**config.mk**
```make
export PLATFORM = sky130hd
export DESIGN_NAME = highpass_biquad_scheduler_flat
export DESIGN_NICKNAME = d
export VERILOG_FILES = /design/src/rtl/highpass_biquad_scheduler_pkg.sv /design/src/rtl/highpass_biquad_scheduler_if.sv /design/src/rtl/highpass_biquad_scheduler_coeff_rom.sv /design/src/rtl/highpass_biquad_scheduler.sv /design/src/flat_wrapper.sv
export SDC_FILE = /design/constraint.sdc
export NUM_CORES = 2
export LEC_CHECK = 0
export BUFFER_PORTS_ARGS = -buffer_cell sky130_fd_sc_hd__buf_2
export CAP_MARGIN = 10
export CORE_ASPECT_RATIO = 1.75
export CORE_MARGIN = 1.5
export CORE_UTILIZATION = 25
export CTS_BUF_LIST = sky130_fd_sc_hd__clkbuf_16
export CTS_CLUSTER_SIZE = 8
export DETAILED_ROUTE_END_ITERATION = 8
export SYNTH_ARGS = -nofsm -noshare
export SYNTH_HDL_FRONTEND = slang
export SYNTH_SLANG_ARGS = --single-unit
```
**constraint.sdc**
```tcl
create_clock -name clk_48 -period 16.3 [get_ports clk_48]
set_input_delay 1.63 -clock clk_48 [delete_from_list [all_inputs] [get_ports clk_48]]
set_output_delay 1.63 -clock clk_48 [all_outputs]
set_load 0.1 [all_outputs]
```
**src/rtl/highpass_biquad_scheduler_pkg.sv**
```systemverilog
// Purpose: shared constants, state encoding and Q30 coefficient table for the stereo high-pass scheduler.
// Latency: n/a (declarations only).
// Backpressure: n/a.
package highpass_biquad_scheduler_pkg;

    localparam int NUM_TAPS    = 5;
    localparam int NUM_FILTERS = 5;

    // Output clip limits for the 16-bit sample path.
    localparam int CLIP_MAX = 32767;
    localparam int CLIP_MIN = -32768;

    typedef enum logic [1:0] {
        ST_IDLE,
        ST_MAC,
        ST_WB,
        ST_DONE
    } state_t;

    // Rows: allpass, 100 Hz, 250 Hz, 500 Hz, 1 kHz. Columns: b0, b1, b2, a1, a2.
    // Values are pre-scaled by 2**30; a1/a2 carry the feedback sign so every tap adds.
    localparam int COEF_TABLE [NUM_FILTERS][NUM_TAPS] = '{
        '{ 1073741824,           0,          0,          0,           0 },
        '{ 1063911424, -2127822848, 1063911424, 2127298560, -1054081024 },
        '{ 1049100288, -2098200576, 1049100288, 2097807360, -1024065536 },
        '{ 1025769472, -2051538944, 1025769472, 2048917504,  -975503360 },
        '{  981467136, -1962934272,  981467136, 1946157056,  -889192448 }
    };

endpackage

```
**src/rtl/highpass_biquad_scheduler_if.sv**
```systemverilog
// Purpose: sample-strobe in / stereo result out bundle between codec side and the high-pass scheduler.
// Latency: n/a (wires only).
// Backpressure: none; overrun reports strobes that arrive while the scheduler is busy.
interface highpass_biquad_scheduler_if;

    logic               sample_valid;
    logic [2:0]         filter;
    logic signed [15:0] in_l;
    logic signed [15:0] in_r;
    logic signed [15:0] out_l;
    logic signed [15:0] out_r;
    logic               out_valid;
    logic               busy;
    logic               overrun;

    modport master (
        output sample_valid, filter, in_l, in_r,
        input  out_l, out_r, out_valid, busy, overrun
    );

    modport slave (
        input  sample_valid, filter, in_l, in_r,
        output out_l, out_r, out_valid, busy, overrun
    );

endinterface

```
**src/rtl/highpass_biquad_scheduler_coeff_rom.sv**
```systemverilog
// Purpose: constant coefficient lookup by (filter, tap); unknown filters fall back to allpass.
// Latency: combinational.
// Backpressure: none.
module hp_coeff_rom
    import highpass_biquad_scheduler_pkg::*;
#(
    parameter int CW = 32
) (
    input  logic [2:0]           filter,
    input  logic [2:0]           tap,
    output logic signed [CW-1:0] coef
);

    // Table lookup; taps past the last one read as zero.
    always_comb begin
        coef = '0;
        if (int'(tap) < NUM_TAPS) begin
            if (int'(filter) < NUM_FILTERS) begin
                coef = CW'(COEF_TABLE[filter][tap]);
            end else begin
                coef = CW'(COEF_TABLE[0][tap]);
            end
        end
    end

endmodule

```
**src/rtl/highpass_biquad_scheduler.sv**
```systemverilog
// Purpose: stereo biquad high-pass sharing one MAC across 5 taps x 2 channels.
// Latency: out_valid 13 cycles after the accepted sample_valid; next sample accepted from the DONE cycle on.
// Backpressure: none; strobes during MAC/WB are dropped and flagged on overrun in the same cycle.
module highpass_biquad_scheduler
    import highpass_biquad_scheduler_pkg::*;
#(
    parameter int SHIFT = 30,
    parameter int CW    = 32,
    parameter int DW    = 32,
    parameter int AW    = 40
) (
    input  logic                        clk_48,
    input  logic                        reset_n,
    highpass_biquad_scheduler_if.slave  bus
);

    localparam logic signed [AW-1:0] ACC_MAX = AW'({1'b0, {(DW-1){1'b1}}});
    localparam logic signed [AW-1:0] ACC_MIN = ~ACC_MAX;

    state_t                state;
    logic                  ch;
    logic [2:0]            tap;
    logic [2:0]            filt_lat;
    logic [2:0]            filt_in;
    logic signed [15:0]    x0_l;
    logic signed [15:0]    x0_r;
    logic signed [DW-1:0]  x1_h [2];
    logic signed [DW-1:0]  x2_h [2];
    logic signed [DW-1:0]  y1_h [2];
    logic signed [DW-1:0]  y2_h [2];
    logic signed [AW-1:0]  acc;
    logic signed [AW-1:0]  acc_base;
    logic signed [AW-1:0]  prod_sh;
    logic signed [CW-1:0]  coef;
    logic signed [DW-1:0]  operand;
    logic signed [CW+DW-1:0] prod_full;
    logic signed [DW-1:0]  y_sat;
    logic signed [15:0]    y_clip;

    hp_coeff_rom #(.CW(CW)) u_rom (
        .filter (filt_lat),
        .tap    (tap),
        .coef   (coef)
    );

    // Out-of-range selects behave as allpass.
    assign filt_in = (bus.filter > 3'd4) ? 3'd0 : bus.filter;

    // Strobes that land mid-sample are reported immediately and otherwise dropped.
    assign bus.overrun = bus.sample_valid && ((state == ST_MAC) || (state == ST_WB));

    // Pick the history/input word that pairs with the current tap.
    always_comb begin
        operand = '0;
        case (tap)
            3'd0:    operand = DW'(ch ? x0_r : x0_l);
            3'd1:    operand = x1_h[ch];
            3'd2:    operand = x2_h[ch];
            3'd3:    operand = y1_h[ch];
            3'd4:    operand = y2_h[ch];
            default: operand = '0;
        endcase
    end

    // Full-width product, floor-shifted back to integer scale; tap 0 restarts the sum.
    assign prod_full = (CW+DW)'(coef) * (CW+DW)'(operand);
    assign prod_sh   = AW'(prod_full >>> SHIFT);
    assign acc_base  = (tap == 3'd0) ? '0 : acc;

    // Saturate the sum to history width, then clip to the 16-bit output range.
    always_comb begin
        y_sat = acc[DW-1:0];
        if (acc > ACC_MAX) begin
            y_sat = ACC_MAX[DW-1:0];
        end else if (acc < ACC_MIN) begin
            y_sat = ACC_MIN[DW-1:0];
        end
        y_clip = y_sat[15:0];
        if (y_sat > DW'(CLIP_MAX)) begin
            y_clip = 16'(CLIP_MAX);
        end else if (y_sat < DW'(CLIP_MIN)) begin
            y_clip = 16'(CLIP_MIN);
        end
    end

    // Sequencer: accept, MAC L, write back L, MAC R, write back R, publish.
    always_ff @(posedge clk_48 or negedge reset_n) begin
        if (!reset_n) begin
            state         <= ST_IDLE;
            ch            <= 1'b0;
            tap           <= '0;
            filt_lat      <= '0;
            x0_l          <= '0;
            x0_r          <= '0;
            acc           <= '0;
            bus.out_l     <= '0;
            bus.out_r     <= '0;
            bus.out_valid <= 1'b0;
            bus.busy      <= 1'b0;
            for (int i = 0; i < 2; i++) begin
                x1_h[i] <= '0;
                x2_h[i] <= '0;
                y1_h[i] <= '0;
                y2_h[i] <= '0;
            end
        end else begin
            bus.out_valid <= 1'b0;
            case (state)
                ST_IDLE, ST_DONE: begin
                    if (bus.sample_valid) begin
                        x0_l     <= bus.in_l;
                        x0_r     <= bus.in_r;
                        filt_lat <= filt_in;
                        ch       <= 1'b0;
                        tap      <= '0;
                        bus.busy <= 1'b1;
                        state    <= ST_MAC;
                        // A new corner must not see state built up by the old one.
                        if (filt_in != filt_lat) begin
                            for (int i = 0; i < 2; i++) begin
                                x1_h[i] <= '0;
                                x2_h[i] <= '0;
                                y1_h[i] <= '0;
                                y2_h[i] <= '0;
                            end
                        end
                    end else begin
                        state <= ST_IDLE;
                    end
                end
                ST_MAC: begin
                    acc <= acc_base + prod_sh;
                    if (tap == 3'(NUM_TAPS - 1)) begin
                        state <= ST_WB;
                    end else begin
                        tap <= tap + 3'd1;
                    end
                end
                ST_WB: begin
                    x2_h[ch] <= x1_h[ch];
                    x1_h[ch] <= operand_x0(ch);
                    y2_h[ch] <= y1_h[ch];
                    y1_h[ch] <= y_sat;
                    if (!ch) begin
                        bus.out_l <= y_clip;
                        ch        <= 1'b1;
                        tap       <= '0;
                        state     <= ST_MAC;
                    end else begin
                        bus.out_r     <= y_clip;
                        bus.out_valid <= 1'b1;
                        bus.busy      <= 1'b0;
                        state         <= ST_DONE;
                    end
                end
                default: state <= ST_IDLE;
            endcase
        end
    end

    // Latched input sample of the given channel, widened to history width.
    function automatic logic signed [DW-1:0] operand_x0(input logic sel_r);
        return DW'(sel_r ? x0_r : x0_l);
    endfunction

endmodule

```
**src/flat_wrapper.sv**
```systemverilog
// flat-port wrapper written by rule: the top's interface ports become plain ports
module highpass_biquad_scheduler_flat import highpass_biquad_scheduler_pkg::*;
#(
    parameter int SHIFT = 30,
    parameter int CW    = 32,
    parameter int DW    = 32,
    parameter int AW    = 40
)
  (clk_48, reset_n, bus_sample_valid, bus_filter, bus_in_l, bus_in_r, bus_out_l, bus_out_r, bus_out_valid, bus_busy, bus_overrun);
  highpass_biquad_scheduler_if bus_i ();
  input  logic clk_48;
  input  logic reset_n;
  input wire logic [$bits(bus_i.sample_valid)-1:0] bus_sample_valid;
  input wire logic [$bits(bus_i.filter)-1:0] bus_filter;
  input wire logic [$bits(bus_i.in_l)-1:0] bus_in_l;
  input wire logic [$bits(bus_i.in_r)-1:0] bus_in_r;
  output wire logic [$bits(bus_i.out_l)-1:0] bus_out_l;
  output wire logic [$bits(bus_i.out_r)-1:0] bus_out_r;
  output wire logic [$bits(bus_i.out_valid)-1:0] bus_out_valid;
  output wire logic [$bits(bus_i.busy)-1:0] bus_busy;
  output wire logic [$bits(bus_i.overrun)-1:0] bus_overrun;
  assign bus_i.sample_valid = bus_sample_valid;
  assign bus_i.filter = bus_filter;
  assign bus_i.in_l = bus_in_l;
  assign bus_i.in_r = bus_in_r;
  assign bus_out_l = bus_i.out_l;
  assign bus_out_r = bus_i.out_r;
  assign bus_out_valid = bus_i.out_valid;
  assign bus_busy = bus_i.busy;
  assign bus_overrun = bus_i.overrun;
  highpass_biquad_scheduler #(.SHIFT(SHIFT), .CW(CW), .DW(DW), .AW(AW)) u_core (.clk_48(clk_48), .reset_n(reset_n), .bus(bus_i));
endmodule
```
# Yosys cells after proc, flatten, opt, wreduce, memory -nomap -nowiden
# Memories as Yosys holds them, arrays and structs flattened.
# Index checks and enable logic that the tools add are counted.
[word_totals]
regBits = 371
latch_bits = 0
ram_bits = 0
romBits = 1536
word_cells = 123
memories = 2
[op_classes]
addsub = 2
n_mul = 1
div_mod_pow = 0
n_lt_le_gt_ge = 11
eq_ne = 14
shifts = 0
muxes = 56
bitwise_logic = 4
reduce_logical = 14
[mem_list]
columns = ["memory", "depth", "word_bits", "read_ports", "rd_ports_with_merged_regs", "write_ports", "line", "rtl"]
rows = [
  ["(no name shown)", 8, 160, 1, 0, 0, "highpass_biquad_scheduler_coeff_rom.sv:19", "coef = CW'(COEF_TABLE[filter][tap]);"],
  ["(no name shown)", 8, 32, 1, 0, 0, "highpass_biquad_scheduler_coeff_rom.sv:21", "coef = CW'(COEF_TABLE[0][tap]);"],
]
[ops]
columns = ["operator", "count"]
rows = [
  ["$mux W32", 22],
  ["$pmux W64 S2", 4],
  ["$mux W160", 2],
  ["$bwmux W64", 4],
  ["$pmux W32 S5", 1],
  ["$mux W64", 2],
  ["$bmux W32 S3", 1],
  ["$mul A32 B32 Y64", 1],
  ["$add A40 B34 Y40", 1],
  ["$gt A40 B32 Y1 const B", 1],
  ["$lt A40 B32 Y1 const B", 1],
  ["$mux W40", 1],
  ["$demux W32 S1", 1],
  ["$gt A32 B16 Y1 const B", 1],
  ["$lt A32 B16 Y1 const B", 1],
  ["$mux W16", 2],
  ["$mux W3", 4],
  ["$pmux W3 S3", 1],
  ["$reduce_and A3 Y1", 3],
  ["$ge A4 B4 Y1 const B", 2],
  ["$ne A2 B2 Y1 const B", 4],
  ["$not A3 Y4", 2],
  ["$reduce_and A2 Y1", 4],
  ["$eq A3 B2 Y1 const B", 2],
  ["other kinds (23)", 34],
]

# Depth between registers and ports, before layout
[logic_depth]
ltp_word = 11
mapped_depth = 50
ltp_nobuf = 47

# Modules after synthesis
# A second synthesis with hierarchy kept.
[unflattened]
hier_cells = 5398
hier_area_um2 = 51520.7
[modules_own_cells]
columns = ["module", "instances", "cells_per_inst", "area_each_um2", "seq_area_each_um2"]
rows = [
  ["highpass_biquad_scheduler", 1, 5289, 50738.7, 7682.4],
  ["hp_coeff_rom", 1, 109, 782.0, 0.0],
]

# Least setup slack after synthesis
# Ideal clock, no wire load.
[synth_path]
kind = "register -> register"
from = "reg u_core.ch"
to = "reg u_core.acc[36]"
setup_time_ns = 0.137
arrival_time_ns = 11.472
slack_ns = 4.691
path_stages_with_launch = 49
cell_sequence = "dfrtp_1 > buf_6 > buf_6 > clkbuf_1 > buf_1 > clkbuf_1 > mux2i_1 > o22ai_1 > a211oi_1 > clkbuf_1 > nor2_1 > fa_1 > fa_1 > fa_1 > inv_1 > fa_1 > inv_1 > fa_1 > [13 not listed] > a31oi_1 > a21oi_1 > nor2b_1 > o21a_1 > nor2_1 > xnor2_1 > ha_1 > a21o_1 > a21o_1 > a21o_1 > a21oi_1 > o21ai_0 > a211oi_1 > o31ai_1 > mux2i_1 > a21oi_1 > mux2i_1 > a21oi_1"
[synth_between]
elab_chain_len = 7
[synth_lines]
columns = ["element", "line", "rtl"]
rows = [
  ["start, declared", "highpass_biquad_scheduler.sv:21", "logic ch;"],
  ["start signal, assigned", "highpass_biquad_scheduler.sv:90", "ch <= 1'b0;"],
  ["start signal, assigned", "highpass_biquad_scheduler.sv:114", "ch <= 1'b0;"],
  ["start signal, assigned", "highpass_biquad_scheduler.sv:146", "ch <= 1'b1;"],
  ["$not A1 Y2 (implied by the code)", "n/a", ""],
  ["$mux W32 (on tied branches) (3 in series)", "n/a", ""],
  ["$pmux W32 S5 *", "highpass_biquad_scheduler.sv:55", "case (tap)"],
  ["$mul A32 B32 Y64 *", "highpass_biquad_scheduler.sv:66", "assign prod_full = (CW+DW)'(coef) * (CW+DW)'(operand);"],
  ["$add A40 B34 Y40 *", "highpass_biquad_scheduler.sv:132", "acc <= acc_base + prod_sh;"],
  ["end signal, assigned", "highpass_biquad_scheduler.sv:132", ""],
  ["end, declared", "highpass_biquad_scheduler.sv:31", "logic signed [AW-1:0] acc;"],
]
# Mark *: on every way between the ends. The rest lies on a longest branch, timed or not. The select of a mux whose other input is x is not followed.
# A chain may end at the register's enable or synchronous reset.

# Worst setup path in the final report
[layout_path]
from = "reg u_core.tap[0]"
to = "reg u_core.acc[39]"
[layout_between]
elab_chain_len = 8
[layout_lines]
columns = ["element", "line", "rtl"]
rows = [
  ["start, declared", "highpass_biquad_scheduler.sv:22", "logic [2:0] tap;"],
  ["start signal, assigned", "highpass_biquad_scheduler.sv:136", "tap <= tap + 3'd1;"],
  ["$not A3 Y4 (implied by the code)", "highpass_biquad_scheduler_coeff_rom.sv:19, highpass_biquad_scheduler_coeff_rom.sv:21", ""],
  ["$mem_v2 Z8 W32 or $bmux W32 S3 (tied branches)", "n/a", ""],
  ["$mux W32 (on tied branches) (2 in series)", "highpass_biquad_scheduler_coeff_rom.sv:21, highpass_biquad_scheduler_coeff_rom.sv:19", ""],
  ["$mux W32", "highpass_biquad_scheduler_coeff_rom.sv:18", "if (int'(filter) < NUM_FILTERS) begin"],
  ["$mux W32", "highpass_biquad_scheduler_coeff_rom.sv:17", "if (int'(tap) < NUM_TAPS) begin"],
  ["$mul A32 B32 Y64", "highpass_biquad_scheduler.sv:66", ""],
  ["$add A40 B34 Y40 *", "highpass_biquad_scheduler.sv:132", ""],
]
# Marked as above.

==> impl_metrics.csv <==
group,metric,value,unit
placed_design,place_area,0.03998,mm2
detailed_routing,drc,0,
synthesis,async_reset_ff_share,100.0,%
detailed_routing,wl,110800,um
synthesis,synth-seq-cells,307,
sta,setup_viol,0,
cts,clockRootBuffer,"clkbuf_16",
grt,track_usage,15.06,%
setup_path,path_class,"flip-flop to flip-flop",
layout,design_area,0.04116,mm2
placed_design,numPortBuffers,72,
sta,slew_headroom,21.01,%
grt,grt_max_degree,125,
die,fp.dieArea,0.1510,mm2
cts,postCtsSetupBuffers,0,
setup_path,end_kind,"flip-flop",
cts,clkTransAtPathRegs,0.05,ns
outcome,outcome,"finished clean",
placed_design,place_ws,2.660,ns
grt,grt_pass1_vias,30250,
sta,tns,0,ns
synthesis,netlist_area,0.03716,mm2
sta,hold_violations,0,
layout,nets,4864,
synthesis,synth_commonest_cells,"inv_1, fa_1, nand2_1",
synthesis,yosys_warnings,0,
synthesis,synth_simple_gate_area_share,13.48,%
layout,drive_gt1_share,8.670,%
grt,overflow,0,
synthesis,yosys.cell_types.count,71,
setup_path,r2r_slack,2.54,ns
cts,clockBufferDepth,3,
setup_path,critPathMaxStageDelay,1.00,ns
cts,cts_resized,0,
sta,post-route-period-util,84.39,%
setup_path,critPathLaunchType,"flip-flop",
sta,period_minus_slack,13.76,ns
synthesis,ys.flop_type,"dfrtp_1",
cts,cts_sinks,307,
worst_hold_path,min_path_cells,2,
synthesis,synth_top_family_by_area,"adder cells",
detailed_routing,routed_via_density,4.645,
synthesis,muxShareOfSynthArea,5.092,%
worst_hold_path,hold_class,"flip-flop to flip-flop",
run,drv_cap,0,
layout,area_delta_synth_final,10.79,%
die,die_w,294.4,um
placed_design,gp_routability_congestion,0.9120,
setup_path,cp.required,16.75,ns
cts,insertion_delay,0.58,ns
setup_path,cp.arrival,14.21,ns
setup_path,worstRegToRegCells,41,
sta,tightest_slew,1.180,ns
sta,slew_violations,0,
sta,rsz0062_at_grt,"no",
layout,fillers,15760,
synthesis,yosysMostFrequentCell,"inv_1",
synthesis,synth-compound-area-share,10.37,%
synthesis,syn-num-nets,4866,
synthesis,yosysTopAreaCellShare,33.24,%
die,fp-row-count,187,
die,die_y,513.0,um
synthesis,yosysTopAreaCell,"fa_1",
detailed_routing,dr.pass1.iters,5,
sta,setup_slack,2.544,ns
synthesis,syn_inst,4012,
cts,hold_buffers,0,
synthesis,synthXorXnorAreaFrac,1.781,%
cts,numCtsBuffers,44,
setup_path,cpMostUsedCell,"fa_1",
setup_path,cp_max_fo,47,
grt,antenna_found_initial,1,
cts,tritoncts,"built",
detailed_routing,drt_iter0_markers,1419,
placed_design,place_hpwl,87490,um
detailed_routing,antenna_left,0,
synthesis,ys_seq_area_share,20.68,%
setup_path,cpMaxStageDelayCell,"nor2_1",
cts,htree_levels,2,
die,start_util,25.13,%
sta,finalClockSkew,0.03531,ns
synthesis,synth-edff-count,0,
grt,grt_pass1_wl,176600,um
die,coreArea,0.1479,mm2
detailed_routing,vias,27870,
synthesis,syn_avg_cell_area,9.261,um2
die,boundaryPins,73,
synthesis,synth.area.top_cells,"fa_1, dfrtp_1, ha_1",
detailed_routing,routedWlPerCell,18.47,um
sta,max_freq,72.70,MHz
synthesis,synth_adder_area_share,39.94,%
per-stage QoR:
step / hold WS, ns / utilization (%) / std cells
final: 0.4730 / 27.84 / 6000
after global routing: 0.5010 / 27.83 / 5998
after CTS: 0.4777 / 27.83 / 5998
after detailed placement: 0.4663 / 27.04 / 5948
after global placement: 0.4552 / 27.03 / 5948
after floorplan: 0.4444 / - / 4012
flip-flops by register name, summed over array words and instances (netlist names), 16 cells and up:
name and count:
u_core.y1_h 64, u_core.y2_h 64, u_core.acc 40, u_core.x1_h 32, u_core.x2_h 32, u_core.bus.out_l 16, u_core.bus.out_r 16, u_core.x0_l 16
u_core.x0_r 16
layer usage:
layer  track usage (%)  wire, um  vias up  share of wire (%)
met5                 0         0        -                  0
met4             8.622      7254        0                6.5
met3             1.113      3566      263                3.2
met2             28.65     60380      706                 54
met1             16.12     39600    14300                 36
li1                  -         -    12600                  -
critical path: cells and delay by family, from the launching register on:
kind | cells | cell delay, ns
fa+ha+maj | 11 | 5.13
simple gates | 14 | 3.38
compound gates | 10 | 3.11
buf+inv | 4 | 0.86
flops | 1 | 0.76
mux | 1 | 0.29
xor+xnor | 1 | 0.09
logic make-up after synthesis:
logic type                 after synthesis
and+or+nand+nor                       1172
buffers and inverters                  851
AOI/OAI and AO/OA                      616
muxes                                  176
xor gates and xnor gates                74
DFF                                    307
adders and majority gates              816
cell type report:
type,count,area [um2],share of cell area [%]
clock buffers,44,1101,2.675
diodes,2,5.005,0.01216
multi-input cells,2854,26410,64.16
inverters,655,2459,5.973
well taps,1984,2482,6.030
flip-flops and latches,307,7686,18.67
repair buffers,148,940.9,2.286
clock inverters,6,78.83,0.1915
path summary, 6_finish.rpt:
path                                             startpoint                           to
worst max-delay path              u_core.tap[0]$_DFFE_PN0P_   u_core.acc[39]$_DFFE_PN0P_
worst min register to register  u_core.y2_h[61]$_DFFE_PN0P_  u_core.y2_h[61]$_DFFE_PN0P_
min in group asynchronous                           reset_n  u_core.x0_r[10]$_DFFE_PN0P_
worst min-delay path            u_core.y2_h[61]$_DFFE_PN0P_  u_core.y2_h[61]$_DFFE_PN0P_
worst max register to register    u_core.tap[0]$_DFFE_PN0P_   u_core.acc[39]$_DFFE_PN0P_
max in group asynchronous                           reset_n        u_core.ch$_DFFE_PN0P_
layout by cell type (no fill, tap or decap), types with 17 or more instances in the layout:
| cell | n |
|---|---|
| mux2i_1 | 81 |
| o22ai_1 | 29 |
| xor2_1 | 18 |
| a21oi_1 | 130 |
| nor3_1 | 21 |
| buf_4 | 76 |
| o31ai_1 | 67 |
| nor2_1 | 306 |
| a21o_1 | 55 |
| o21ai_0 | 203 |
| buf_2 | 71 |
| and2_1 | 77 |
| nand3_1 | 19 |
| dfrtp_1 | 306 |
| nand2b_1 | 45 |
| inv_1 | 653 |
| xnor2_1 | 55 |
| fa_1 | 617 |
| ha_1 | 198 |
| mux2_2 | 92 |
| nor2b_1 | 21 |
| o21a_1 | 17 |
| nand2_1 | 601 |
| clkbuf_16 | 44 |
Power is not shown: default switching activity piles up to over one toggle a cycle in this logic, so the estimate is an artifact.
